<file path="config.mk">
export PLATFORM = sky130hd
export DESIGN_NAME = bpd_upd_sched
export DESIGN_NICKNAME = d
export VERILOG_FILES = /design/src/rtl/bpd_pkg.sv /design/src/rtl/bpd_upd_fifo.sv /design/src/rtl/bpd_upd_sched.sv
export SDC_FILE = /design/constraint.sdc
export NUM_CORES = 1
export LEC_CHECK = 0
export BUFFER_PORTS_ARGS = -buffer_cell sky130_fd_sc_hd__buf_2
export CAP_MARGIN = 25
export CORE_ASPECT_RATIO = 0.6
export CORE_MARGIN = 3
export CORE_UTILIZATION = 40
export CTS_BUF_LIST = sky130_fd_sc_hd__clkbuf_8
export DETAILED_ROUTE_END_ITERATION = 8
export SLEW_MARGIN = 20
export SYNTH_ARGS = -nofsm -noshare
export SYNTH_HDL_FRONTEND = slang
export SYNTH_SLANG_ARGS = --single-unit
</file>
<file path="constraint.sdc">
create_clock -name clock -period 3.5 [get_ports clock]
set_input_delay 0.525 -clock clock [delete_from_list [all_inputs] [get_ports clock]]
set_output_delay 0.525 -clock clock [all_outputs]
set_load 0.01 [all_outputs]
</file>
<file path="src/rtl/bpd_pkg.sv">
// Shared types and sizing for the branch-predictor update scheduler.
// Holds table geometry, the queued update entry layout and the scheduler FSM states.
package bpd_pkg;

  localparam int unsigned PhtLogSize = 12;
  localparam int unsigned LocHistW   = 10;
  localparam int unsigned GhrW       = 12;
  localparam int unsigned FifoDepth  = 4;
  localparam int unsigned FifoPtrW   = $clog2(FifoDepth);
  localparam int unsigned FifoCntW   = $clog2(FifoDepth + 1);
  localparam int unsigned StarveW    = 3;

  localparam logic [StarveW-1:0] StarveMax = '1;

  // 64 + 12 + 10 + 1 + 1 + 1 = 89 bits
  typedef struct packed {
    logic [63:0]         pc;
    logic [GhrW-1:0]     bhr;
    logic [LocHistW-1:0] lochist;
    logic                brdir;
    logic                ch_we;
    logic                ch_ud;
  } upd_entry_t;

  typedef enum logic [1:0] {
    StInit,
    StRun,
    StDrain
  } sched_state_e;

endpackage

</file>
<file path="src/rtl/bpd_upd_fifo.sv">
// In-order update FIFO; the head is always visible and a push is never bypassed to the head.
// Contents are not reset, only count and pointers.
module bpd_upd_fifo
  import bpd_pkg::*;
(
  input  logic       clk_i,
  input  logic       rst_i,
  input  logic       push_i,
  input  upd_entry_t push_data_i,
  input  logic       pop_i,
  output logic       full_o,
  output logic       empty_o,
  output upd_entry_t head_o
);

  upd_entry_t            mem_q [FifoDepth];
  logic [FifoPtrW-1:0]   wr_ptr_q, wr_ptr_d;
  logic [FifoPtrW-1:0]   rd_ptr_q, rd_ptr_d;
  logic [FifoCntW-1:0]   count_q, count_d;
  logic                  do_push, do_pop;

  assign full_o  = (count_q == FifoCntW'(FifoDepth));
  assign empty_o = (count_q == '0);
  assign head_o  = mem_q[rd_ptr_q];

  assign do_push = push_i & ~full_o;
  assign do_pop  = pop_i & ~empty_o;

  always_comb begin
    wr_ptr_d = wr_ptr_q;
    rd_ptr_d = rd_ptr_q;
    count_d  = count_q;
    if (do_push) wr_ptr_d = wr_ptr_q + FifoPtrW'(1);
    if (do_pop)  rd_ptr_d = rd_ptr_q + FifoPtrW'(1);
    if (do_push && !do_pop)      count_d = count_q + FifoCntW'(1);
    else if (!do_push && do_pop) count_d = count_q - FifoCntW'(1);
  end

  always_ff @(posedge clk_i) begin
    if (rst_i) begin
      wr_ptr_q <= '0;
      rd_ptr_q <= '0;
      count_q  <= '0;
    end else begin
      wr_ptr_q <= wr_ptr_d;
      rd_ptr_q <= rd_ptr_d;
      count_q  <= count_d;
    end
  end

  always_ff @(posedge clk_i) begin
    if (do_push) mem_q[wr_ptr_q] <= push_data_i;
  end

endmodule

</file>
<file path="src/rtl/bpd_upd_sched.sv">
// Schedules retired branch updates into predictor tables around fetch reads,
// and sweeps all table entries to their init value after reset or a reinit request.
module bpd_upd_sched
  import bpd_pkg::*;
(
  input  logic                  clock,
  input  logic                  reset,
  input  logic                  enq_valid_i,
  output logic                  enq_ready_o,
  input  logic [63:0]           enq_pc_i,
  input  logic [GhrW-1:0]       enq_bhr_i,
  input  logic [LocHistW-1:0]   enq_lochist_i,
  input  logic                  enq_brdir_i,
  input  logic                  enq_ch_we_i,
  input  logic                  enq_ch_ud_i,
  input  logic                  fetch_rd_i,
  input  logic                  reinit_i,
  output logic                  upd_valid_o,
  output logic [63:0]           upd_pc_o,
  output logic [GhrW-1:0]       upd_bhr_o,
  output logic [LocHistW-1:0]   upd_lochist_o,
  output logic                  upd_brdir_o,
  output logic                  upd_ch_we_o,
  output logic                  upd_ch_ud_o,
  output logic                  init_we_o,
  output logic [PhtLogSize-1:0] init_idx_o,
  output logic                  fetch_stall_o,
  output logic                  busy_o
);

  sched_state_e            state_q, state_d;
  logic [PhtLogSize-1:0]   idx_q, idx_d;
  logic [StarveW-1:0]      starve_q, starve_d;
  logic                    full, empty;
  upd_entry_t              enq_entry, head;

  assign enq_entry = '{pc: enq_pc_i, bhr: enq_bhr_i, lochist: enq_lochist_i,
                       brdir: enq_brdir_i, ch_we: enq_ch_we_i, ch_ud: enq_ch_ud_i};

  bpd_upd_fifo u_fifo (
    .clk_i       (clock),
    .rst_i       (reset),
    .push_i      (enq_valid_i & enq_ready_o),
    .push_data_i (enq_entry),
    .pop_i       (upd_valid_o),
    .full_o      (full),
    .empty_o     (empty),
    .head_o      (head)
  );

  assign upd_pc_o      = head.pc;
  assign upd_bhr_o     = head.bhr;
  assign upd_lochist_o = head.lochist;
  assign upd_brdir_o   = head.brdir;
  assign upd_ch_we_o   = head.ch_we;
  assign upd_ch_ud_o   = head.ch_ud;
  assign init_idx_o    = idx_q;
  assign busy_o        = (state_q != StRun);

  always_ff @(posedge clock) begin
    if (reset) begin
      state_q  <= StInit;
      idx_q    <= '0;
      starve_q <= '0;
    end else begin
      state_q  <= state_d;
      idx_q    <= idx_d;
      starve_q <= starve_d;
    end
  end

  always_comb begin
    state_d = state_q;
    idx_d   = idx_q;
    unique case (state_q)
      StInit: begin
        idx_d = idx_q + PhtLogSize'(1);
        if (idx_q == '1) state_d = StRun;
      end
      StRun: begin
        if (reinit_i) state_d = StDrain;
      end
      StDrain: begin
        if (empty) begin
          state_d = StInit;
          idx_d   = '0;
        end
      end
      default: state_d = StInit;
    endcase
    // Starvation only accrues while an entry waits behind a fetch read.
    if (empty || upd_valid_o)                   starve_d = '0;
    else if (fetch_rd_i && starve_q != StarveMax) starve_d = starve_q + StarveW'(1);
    else                                        starve_d = starve_q;
  end

  always_comb begin
    enq_ready_o   = 1'b0;
    upd_valid_o   = 1'b0;
    fetch_stall_o = 1'b0;
    init_we_o     = 1'b0;
    unique case (state_q)
      StInit: begin
        init_we_o     = 1'b1;
        fetch_stall_o = 1'b1;
      end
      StRun: begin
        enq_ready_o   = ~full;
        upd_valid_o   = ~empty & (~fetch_rd_i | full | (starve_q == StarveMax));
        fetch_stall_o = upd_valid_o & fetch_rd_i;
      end
      StDrain: begin
        upd_valid_o   = ~empty;
        fetch_stall_o = 1'b1;
      end
      default: ;
    endcase
  end

endmodule

</file>
==> results of run 1 <==
[report_power, final]
group | leakage [nW] | switching, W | internal (W)
Clock | 0.560 | 0.00158 | 0.00148
Sequential | 3.41 | 0.00000374 | 0.00499
Combinational | 1.63 | 0.0000700 | 0.0000451
Total | 5.60 | 0.00165 | 0.00651
[critical path: stages (launching register included)]
cell,delay [ns]
dfxtp_1,0.33
ha_1,0.20
ha_1,0.19
nor2b_1,0.37
nor3b_1,0.37
nor3_1,0.18
inv_1,0.10
ha_1,0.18
inv_1,0.06
fa_1,0.37
xor2_1,0.16
or3_1,0.30
a21oi_1,0.13
[worst max-delay path by stage]
stage / startpoint / to / slack [ns] / cells after the start
3_5_place_dp: starve_q[0]$_SDFFE_PP0P_ / u_fifo.count_q[2]$_SDFFE_PP0P_ / 0.51 / 12
2_1_floorplan: starve_q[0]$_SDFFE_PP0P_ / u_fifo.count_q[2]$_SDFFE_PP0P_ / 0.74 / 12
4_1_cts: flop / upd_pc_o[29] / 0.47 / 3
3_3_place_gp: starve_q[0]$_SDFFE_PP0P_ / u_fifo.count_q[2]$_SDFFE_PP0P_ / 0.61 / 12
6_report: starve_q[0]$_SDFFE_PP0P_ / u_fifo.count_q[2]$_SDFFE_PP0P_ / 0.50 / 12
5_1_grt: starve_q[0]$_SDFFE_PP0P_ / u_fifo.count_q[2]$_SDFFE_PP0P_ / 0.27 / 12
[final cells by class]
cell class	count	share of cell area
flip-flops and latches	382	0.667
multi-input cells	203	0.170
repair buffers	212	0.0710
clock buffers	56	0.0459
well taps	459	0.0342
clock inverters	37	0.00938
inverters	11	0.00246
[metal layers]
metal,vias up,global-route usage
met5,-,0
met4,2,0.0364
met3,45,0.0472
met2,203,0.230
met1,3546,0.211
li1,3081,-
[through the flow]
step / utilization / cells / total power [W] / instance area [sq um]
2_1_floorplan: - / 621 / 0.00510 / 14200
3_3_place_gp: 0.462 / 1267 / 0.00519 / 15900
3_5_place_dp: 0.462 / 1267 / 0.00520 / 15900
4_1_cts: 0.489 / 1360 / 0.00830 / 16800
5_1_grt: 0.489 / 1360 / 0.00853 / 16800
6_report: 0.489 / 1360 / 0.00816 / 16800
[Yosys cell counts (2+ instances only)]
master	number	share of area
edfxtp_1	356	0.75
mux4_2	89	0.14
dfxtp_1	26	0.037
nor2_1	15	0.0040
clkbuf_1	13	0.0034
buf_2	12	0.0042
ha_1	12	0.011
xnor2_1	12	0.0074
inv_1	11	0.0029
a21oi_1	7	0.0025
nor4_1	7	0.0031
nand3_1	6	0.0021
nor3_1	6	0.0021
nand2_1	5	0.0013
o21ai_0	5	0.0018
a2111oi_2	4	0.0042
and2_1	4	0.0018
mux2i_1	4	0.0028
nor2_2	4	0.0018
nand4_1	2	0.00088
nor2b_1	2	0.00088
nor3b_1	2	0.0011
o31a_1	2	0.0012
xor2_1	2	0.0012
[sequential cells by signal, indices dropped and copies added, names as in the netlist, named ones only]
signal,flops
state_q,2
u_fifo.wr_ptr_q,2
u_fifo.mem_q,356
u_fifo.count_q,3
init_idx_o,12
starve_q,3
u_fifo.rd_ptr_q,2
[cell families after synthesis]
logic type	after synthesis
buffers and inverters	36
xor gates and xnor gates	14
muxes	94
adders and majority gates	13
and+or+nand+nor	60
DFF	382
AOI/OAI and AO/OA	22
==> summary.txt, run 1 <==
Routing
  – Via count: 6877
  – Residual DRC: 0
  – Highest routed layer: met5
  – DR WL met2: 12.9 mm
  – Met1 wire length: 12.7 mm
  – Vias per std cell: 5.06
  – Post-DRT Antenna Nets: 0
  – DR iter-0 viols: 470
  – Avg WL per Cell: 20.6 um
  – Drt pass-1 iters: 5
  – Detailed Route WL: 28.0 mm
  – Met3 WL: 1.92 mm

Placement
  – Pre-CTS WS: 0.514 ns
  – DPL Wire Length: 17.1 mm
  – # port buffers: 199
  – Placer Congestion: 0.764

Outcome
  – Status: finished clean

Clock network
  – CTS root buf: clkbuf_8
  – Clock sink count: 382
  – Postcts setup bufs: 0
  – CTS tree: done
  – Clock Latency Late Sink: 0.59 ns
  – CTS Hold Bufs: 0
  – Post_cts resized: 0
  – Clock slew at reported path FFs: 0.07 ns
  – Clock buffer depth: 3
  – H-tree levels: 2
  – TritonCTS Buffers: 54

Synthesis
  – Synth Cell Area: 14200 sq um
  – Post-synthesis sequential area ratio: 0.789
  – Post-synth net total: 728
  – Yosys warns: 0
  – Synth cell types: 37
  – Cells after Synth: 621
  – Simple-gate share of the synthesized area: 0.0230
  – Combinational family with the most area after synthesis: multiplexers
  – XOR/XNOR Fraction of Synth Area: 0.00863
  – Synth Area in Compound Gates: 0.0117
  – Asr flop ratio synth: 0
  – Top FF cell, synth: edfxtp_1
  – Area share of fa/ha/maj cells after synthesis: 0.0120
  – EDFF count, synth: 356
  – Flops & latches, synth: 382
  – Mux contribution to synthesized area: 0.145
  – Syn Area/Cell: 22.9 sq um

Cells and area
  – N_diodes: 0
  – Nets: 971
  – Commonest non-fill, non-tap cell in the layout: edfxtp_1
  – Sequential Area: 11200 sq um
  – Share of post-route cells with drive strength above 1: 0.424
  – Fill cells: 2901
  – Multi-input gate area: 2850 sq um
  – Commonest cells after routing, fill and taps aside: edfxtp_1 (356), buf_2 (199), mux4_2 (89)
  – P&R area growth vs syn: 18.3%

Min path
  – Class of the worst hold path: primary input to flop
  – Worst Hold Launch: enq_lochist_i[6]
  – Hold path depth: 1
  – Hold EP: u_fifo.mem_q[3][9]$_DFFE_PP_

Global routing
  – Initial antenna violation count: 2
  – GRT Overall Usage: 0.150
  – First-pass GRT wire length: 44.2 mm
  – GR Overflow Total: 0
  – Number of global-route vias before repair: 7450
  – Largest net degree at the start of global routing: 90

Floorplan
  – Die W: 249 um
  – Die footprint: 37900 sq um
  – I/O pin cnt: 200
  – Die H: 152 um
  – Row Count: 52
  – Core ar.: 34400 sq um
  – Starting Density: 0.413

Run
  – Max cap viols: 0

Critical path
  – Worst Path Max Fanout: 5
  – R2R cell count: 12
  – Worst r2r dst: u_fifo.count_q[2]$_SDFFE_PP0P_
  – Critical Path RT: 4.02 ns
  – Setup Crit Path Kind: flop to flop
  – Reg2Reg Launch Point: starve_q[0]$_SDFFE_PP0P_
  – Crit path DAT: 3.52 ns
  – Slack of the worst reg-to-reg path: 0.50 ns
  – CP endpoint kind: flop
  – Worst setup SP type: flop

STA
  – Setup TNS: 0 ns
  – Max_slew headroom: 0.568
  – Final Hold Fails: 0
  – F_max: 333 MHz
  – Setup Skew: 0.0213 ns
  – Min cycle time layout: 3.00 ns
  – Slew @ Worst Pin: 0.642 ns
  – Final critical-path share of the clock period: 0.858
  – Final Setup Violations: 0
  – Hold WS: 0.147 ns
  – Setup slack after layout: 0.498 ns
  – RSZ-0062 raised after global routing: no
  – Fin. max-slew vios: 0

Pwr
  – Max VDD drop: 0.266 mV
  – Pleak: 5.60 nW
  – Power Dens Cells: 485 nW/um^2
Note: power is estimated with default switching activity, not from simulation.
==> inputs of run 2 (changes only) <==
- ABC_AREA: unset -> 1
- CELL_PAD_IN_SITES_DETAIL_PLACEMENT: unset -> 2
- CELL_PAD_IN_SITES_GLOBAL_PLACEMENT: unset -> 2
- CORE_UTILIZATION: 40 -> 37
- PLACE_DENSITY_LB_ADDON: unset -> 0.1
==> summary.txt, run 2 <==
Placement
  – Placed Cells: 1734 (+37%)
  – # port buffers: 199 (unchanged)
  – Post-place instance area: 16100 sq um (+1.5%)
  – Placer Congestion: 0.727 (-4.9%)
  – Pre-CTS WS: 0.879 ns (+0.365 ns)
  – DPL Wire Length: 24.7 mm (+44%)

Routing
  – Avg WL per Cell: 22.0 um (+6.9%)
  – Detailed Route WL: 40.5 mm (+45%)
  – Via count: 9386 (+36%)
  – Vias per std cell: 5.10 (+0.77%)
  – Drt pass-1 iters: 5 (unchanged)
  – DR iter-0 viols: 495 (+5.3%)
  – Post-DRT Antenna Nets: 0 (unchanged)
  – Residual DRC: 0 (unchanged)

Global routing
  – First-pass GRT wire length: 62.4 mm (+41%)
  – Largest net degree at the start of global routing: 97 (+7.8%)
  – GR Overflow Total: 0 (unchanged)
  – Number of global-route vias before repair: 10.5k (+41%)
  – GRT Overall Usage: 0.191 (+0.0406)
  – Initial antenna violation count: 3 (+1)

Clock network
  – Clock slew at reported path FFs: 0.07 ns (about the same)
  – Postcts setup bufs: 0 (unchanged)
  – CTS tree: done
  – Post_cts resized: 0 (unchanged)
  – Clock Latency Late Sink: 0.60 ns (about the same)
  – TritonCTS Buffers: 57 (+5.6%)
  – CTS root buf: clkbuf_8
  – Clock sink count: 382 (unchanged)
  – Clock buffer depth: 3 (unchanged)
  – H-tree levels: 2 (unchanged)
  – CTS Hold Bufs: 0 (unchanged)

Synthesis
  – XOR/XNOR Fraction of Synth Area: 0.00120 (-0.00743)
  – EDFF count, synth: 356 (unchanged)
  – Top FF cell, synth: edfxtp_1
  – Syn Area/Cell: 13.7 sq um (-40%)
  – Synth Area in Compound Gates: 0.110 (+0.0983)
  – Synth cell types: 31 (-16%)
  – Simple-gate share of the synthesized area: 0.0738 (+0.0508)
  – Top-count cell post-synth: edfxtp_1
  – Combinational family with the most area after synthesis: compound AO/OA/AOI/OAI gates
  – Post-synth net total: 1173 (+61%)
  – Post-synthesis sequential area ratio: 0.768 (-0.0218)
  – Flops & latches, synth: 382 (unchanged)
  – Cells after Synth: 1066 (+72%)
  – Yosys top cell area share: 0.732 (-0.0208)
  – Synth cell count leaders: edfxtp_1 (356), nor2_1 (203), o21ai_0 (149), o22ai_1 (89), nand2_1 (46)
  – Area share of fa/ha/maj cells after synthesis: 0.0116 (-0.000332)
  – Synth Cell Area: 14600 sq um (+2.8%)
  – Yosys warns: 0 (unchanged)
  – Top cells by area, synth: edfxtp_1 (73%), nor2_1 (5.2%), o21ai_0 (5.1%)
  – Post-synth top area cell: edfxtp_1
  – Mux contribution to synthesized area: 0 (-0.145)
  – Asr flop ratio synth: 0 (unchanged)

Outcome
  – Status: finished clean

STA
  – Final Hold Fails: 0 (unchanged)
  – Min cycle time layout: 3.05 ns (+0.0523 ns)
  – Final critical-path share of the clock period: 0.873 (+0.0149)
  – RSZ-0062 raised after global routing: no
  – Setup TNS: 0 ns (unchanged)
  – Setup slack after layout: 0.446 ns (-0.0523 ns)
  – Fin. max-slew vios: 0 (unchanged)
  – Final Setup Violations: 0 (unchanged)
  – Setup Skew: 0.0265 ns (+0.00525 ns)
  – Slew @ Worst Pin: 0.707 ns (+0.0644 ns)
  – Max_slew headroom: 0.529 (-0.0397)
  – F_max: 327 MHz (-1.7%)

Floorplan
  – Die W: 263 um (+5.3%)
  – I/O pin cnt: 200 (unchanged)
  – Core ar.: 38300 sq um (+12%)
  – Starting Density: 0.381 (-0.0324)
  – Row Count: 55 (+5.8%)
  – Die H: 160 um (+5.2%)
  – Die footprint: 42000 sq um (+11%)

Cells and area
  – Sequential Area: 11200 sq um (unchanged)
  – Commonest non-fill, non-tap cell in the layout: edfxtp_1
  – Commonest cells after routing, fill and taps aside: edfxtp_1 (356), nor2_1 (199), buf_2 (199)
  – Design area: 17200 sq um (+2.4%)
  – Share of post-route cells with drive strength above 1: 0.229 (-0.195)
  – P&R area growth vs syn: 17.8%
  – Final std cells w/o fill: 1842 (+35%)
  – Reg with most FFs: u_fifo.mem_q
  – Number of flip-flops in the largest register: 356 (unchanged)
  – Fill cells: 3802 (+31%)
  – Nets: 1387 (+43%)
  – Multi-input gate area: 2900 sq um (+1.8%)

Min path
  – Worst Hold Launch: enq_pc_i[25]
  – Class of the worst hold path: primary input to flop
  – Hold EP: u_fifo.mem_q[0][50]$_DFFE_PP_
  – Hold path depth: 1 (unchanged)

Critical path
  – Worst setup SP type: flop
  – CP endpoint kind: primary output
  – Worst r2r dst: u_fifo.count_q[2]$_SDFFE_PP0P_
  – Reg2Reg Launch Point: state_q[1]$_SDFFE_PP0P_
  – Crit path DAT: 2.53 ns (-0.99 ns)
  – R2R cell count: 13 (+1)
  – Worst Path Max Fanout: 46 (+41)
  – Setup Crit Path Kind: flop to primary output
  – Critical Path RT: 2.97 ns (-1.05 ns)
  – Slack of the worst reg-to-reg path: 0.80 ns (+0.30 ns)

Pwr
  – Max VDD drop: 0.275 mV (+3.3%)
  – Power Total: 0.00861 W (+5.5%)
  – Power Dens Cells: 500 nW/um^2 (+3.1%)
  – Pleak: 6.14 nW (+9.6%)

Run
  – Max cap viols: 0 (unchanged)
-- run 2: changes by cell type after synthesis, sizes merged, moves of 28 or more --
cell   delta
inv      +28
o22ai    +88
nor2    +186
mux4     -89
nand2    +42
o21ai   +184
-- run 2: cell families after synthesis --
group | Yosys count
AND/OR/NAND/NOR | 272
adder cells (fa/ha/maj) | 13
flip-flops | 382
AO/OA/AOI/OAI | 298
XOR/XNOR | 2
buffers and inverters | 99
-- run 2: area by class of cell --
cell class                 count  area share
sequential                   382       0.652
inverter                      39     0.00909
clock buffer                  60      0.0480
antenna                        2    0.000291
tap                          513      0.0373
clock inverter                46      0.0145
timing repair buffer         215      0.0700
multi-input combinational    585       0.169
-- run 2: stage by stage --
stage                     utilization  hold WS (ns)
after global routing            0.449        0.0912
after CTS                       0.449        0.0849
final                           0.449         0.142
after detailed placement        0.421         0.514
after global placement          0.421         0.504
after floorplan                     -         0.458
-- run 2: how the worst max path moves through the flow --
| stage | to | cells past startpoint |
|---|---|---|
| 6_report | upd_pc_o[0] | 4 |
| 5_1_grt | upd_bhr_o[0] | 4 |
| 4_1_cts | upd_pc_o[0] | 4 |
| 3_5_place_dp | u_fifo.count_q[2]$_SDFFE_PP0P_ | 13 |
| 3_3_place_gp | u_fifo.count_q[2]$_SDFFE_PP0P_ | 13 |
| 2_1_floorplan | u_fifo.mem_q[0][0]$_DFFE_PP_ | 6 |
-- run 2: per-layer routing --
layer  vias to the layer above  track usage  routed length (um)
li1                       4379            -                   -
met5                         -            0                  13
met2                       169        0.321               19600
met3                        57       0.0388                1720
met1                      4779        0.256               18600
met4                         2       0.0418                 571
-- run 2: power by group --
part / switching [W] / internal (W)
logic: 0.0000799 / 0.0000452
registers: 0.00000375 / 0.00498
clock network: 0.00175 / 0.00174
-- run 2: critical path: stages, from the launching register on --
cell and delay [ns]:
dfxtp_4 0.68, buf_4 0.51, o21ai_0 0.24, o22ai_1 0.30, buf_2 0.19
==> inputs of run 3 (changes only) <==
- RECOVER_POWER: unset -> 25
==> summary.txt, run 3 (synthesis results as in run 2) <==
Pwr
  – Net Sw Power: 0.00182 W (-0.66%)
  – Comb pwr share: 0.013 (-0.002)
  – Sequential Power Share: 0.581 (about the same)
  – Power Dens Cells: 501 nW/um^2 (+0.23%)
  – Clock share of power: 0.406 (about the same)
  – Internal Power: 0.00676 W (-0.15%)
  – Pleak: 5.97 nW (-2.8%)
  – Switching share of power: 0.212 (-0.000864)
  – Max VDD drop: 0.274 mV (-0.49%)
  – Power Total: 0.00858 W (-0.26%)

Clock network
  – CTS root buf: clkbuf_8
  – Clock buffer depth: 3 (unchanged)
  – CTS tree: done
  – Post_cts resized: 0 (unchanged)
  – Clock Latency Late Sink: 0.60 ns (about the same)
  – H-tree levels: 2 (unchanged)
  – TritonCTS Buffers: 57 (unchanged)
  – Postcts setup bufs: 0 (unchanged)
  – Clock sink count: 382 (unchanged)
  – CTS Hold Bufs: 0 (unchanged)
  – Clock slew at reported path FFs: 0.06 ns (about the same)

Run
  – Max cap viols: 0 (unchanged)

Routing
  – DR iter-0 viols: 451 (-8.9%)
  – Avg WL per Cell: 22.0 um (about the same)
  – Drt pass-1 iters: 5 (unchanged)
  – Post-DRT Antenna Nets: 0 (unchanged)
  – Via count: 9386 (unchanged)
  – Detailed Route WL: 40.5 mm (-0.12%)
  – Residual DRC: 0 (unchanged)
  – Vias per std cell: 5.10 (+0.11%)

Critical path
  – CP endpoint kind: primary output
  – Slack of the worst reg-to-reg path: 0.81 ns (about the same)
  – R2R cell count: 13 (unchanged)
  – Reg2Reg Launch Point: state_q[1]$_SDFFE_PP0P_
  – Crit path DAT: 2.53 ns (about the same)
  – Critical Path RT: 2.97 ns (about the same)
  – Worst r2r dst: u_fifo.count_q[2]$_SDFFE_PP0P_
  – Setup Crit Path Kind: flop to primary output
  – Worst setup SP type: flop
  – Worst Path Max Fanout: 46 (unchanged)

Placement
  – Placer Congestion: 0.727 (unchanged)
  – Pre-CTS WS: 0.879 ns (unchanged)
  – DPL Wire Length: 24.7 mm (unchanged)
  – Placed Cells: 1734 (unchanged)
  – # port buffers: 199 (unchanged)

STA
  – Min cycle time layout: 3.05 ns (-0.00401 ns)
  – F_max: 328 MHz (+0.13%)
  – Final Hold Fails: 0 (unchanged)
  – Fin. max-slew vios: 0 (unchanged)
  – Final Setup Violations: 0 (unchanged)
  – Final critical-path share of the clock period: 0.871 (-0.00115)
  – Setup Skew: 0.0244 ns (-0.00208 ns)
  – Setup TNS: 0 ns (unchanged)
  – RSZ-0062 raised after global routing: no
  – Slew @ Worst Pin: 0.696 ns (-0.0109 ns)
  – Max_slew headroom: 0.536 (+0.00726)
  – Setup slack after layout: 0.450 ns (+0.00401 ns)

Cells and area
  – Reg with most FFs: u_fifo.mem_q
  – Number of flip-flops in the largest register: 356 (unchanged)
  – Commonest non-fill, non-tap cell in the layout: edfxtp_1
  – Share of post-route cells with drive strength above 1: 0.182 (-0.0475)
  – N_diodes: 0 (-2)
  – Final std cells w/o fill: 1840 (-0.11%)
  – Commonest cells after routing, fill and taps aside: edfxtp_1 (356), nor2_1 (199), o21ai_0 (149)
  – Nets: 1387 (unchanged)
  – P&R area growth vs syn: 17.2%

Global routing
  – GRT Overall Usage: 0.191 (unchanged)
  – Number of global-route vias before repair: 10.5k (unchanged)
  – GR Overflow Total: 0 (unchanged)
  – Initial antenna violation count: 1 (-2)
  – First-pass GRT wire length: 62.4 mm (unchanged)
  – Largest net degree at the start of global routing: 97 (unchanged)

Floorplan
  – Die H: 160 um (unchanged)
  – Core ar.: 38300 sq um (unchanged)
  – Die footprint: 42000 sq um (unchanged)
  – Die W: 263 um (unchanged)
  – I/O pin cnt: 200 (unchanged)
  – Row Count: 55 (unchanged)
  – Starting Density: 0.381 (unchanged)

Min path
  – Worst Hold Launch: enq_lochist_i[4]
  – Hold EP: u_fifo.mem_q[3][7]$_DFFE_PP_
  – Hold path depth: 1 (unchanged)
  – Class of the worst hold path: primary input to flop

Outcome
  – Status: finished clean
[run 3: cell count changes in the layout (fill, tap and decap cells not counted)]
cell,previous run,this run
clkbuf_1,0,63
buf_2,199,136
diode_2,2,0
[run 3: critical path, cell delays in order (launching register included)]
cell     delay (ns)
dfxtp_4        0.68
buf_4          0.50
o21ai_0        0.24
o22ai_1        0.29
buf_2          0.19
[run 3: per-layer routing]
layer,global-route usage,part of all wire
met1,0.256,0.46
met2,0.321,0.49
met3,0.0388,0.042
met4,0.0418,0.014
met5,0,0.00032
[run 3: power groups by stage]
stage | Combinational (W) | Sequential, W | Clock [W]
2_1_floorplan | 0.0000133 | 0.00509 | 0
5_1_grt | 0.000131 | 0.00498 | 0.00381
3_3_place_gp | 0.000118 | 0.00509 | 0
6_report | 0.000115 | 0.00499 | 0.00348
4_1_cts | 0.000127 | 0.00499 | 0.00363
3_5_place_dp | 0.000126 | 0.00509 | 0
[run 3: cell type report]
class | count | area, sq um
Multi-Input combinational cell | 585 | 2900
Inverter | 39 | 156
Timing Repair Buffer | 215 | 1120
Sequential cell | 382 | 11200
Clock buffer | 60 | 826
Tap cell | 513 | 642
Clock inverter | 46 | 250
Fill cell | 3823 | 21200
[run 3: metrics by stage]
stage | cell area, sq um | utilization | hold slack (ns)
final | 17100 | 0.447 | 0.163
after global routing | 17100 | 0.447 | 0.119
after CTS | 17200 | 0.449 | 0.0849
after detailed placement | 16100 | 0.421 | 0.514
after global placement | 16100 | 0.421 | 0.504
after floorplan | 14600 | - | 0.458
[run 3: worst max path at each step]
stage                                           endpoint
final                                        upd_pc_o[0]
after global routing                        upd_bhr_o[0]
after CTS                                    upd_pc_o[0]
after detailed placement  u_fifo.count_q[2]$_SDFFE_PP0P_
after global placement    u_fifo.count_q[2]$_SDFFE_PP0P_
after floorplan             u_fifo.mem_q[0][0]$_DFFE_PP_
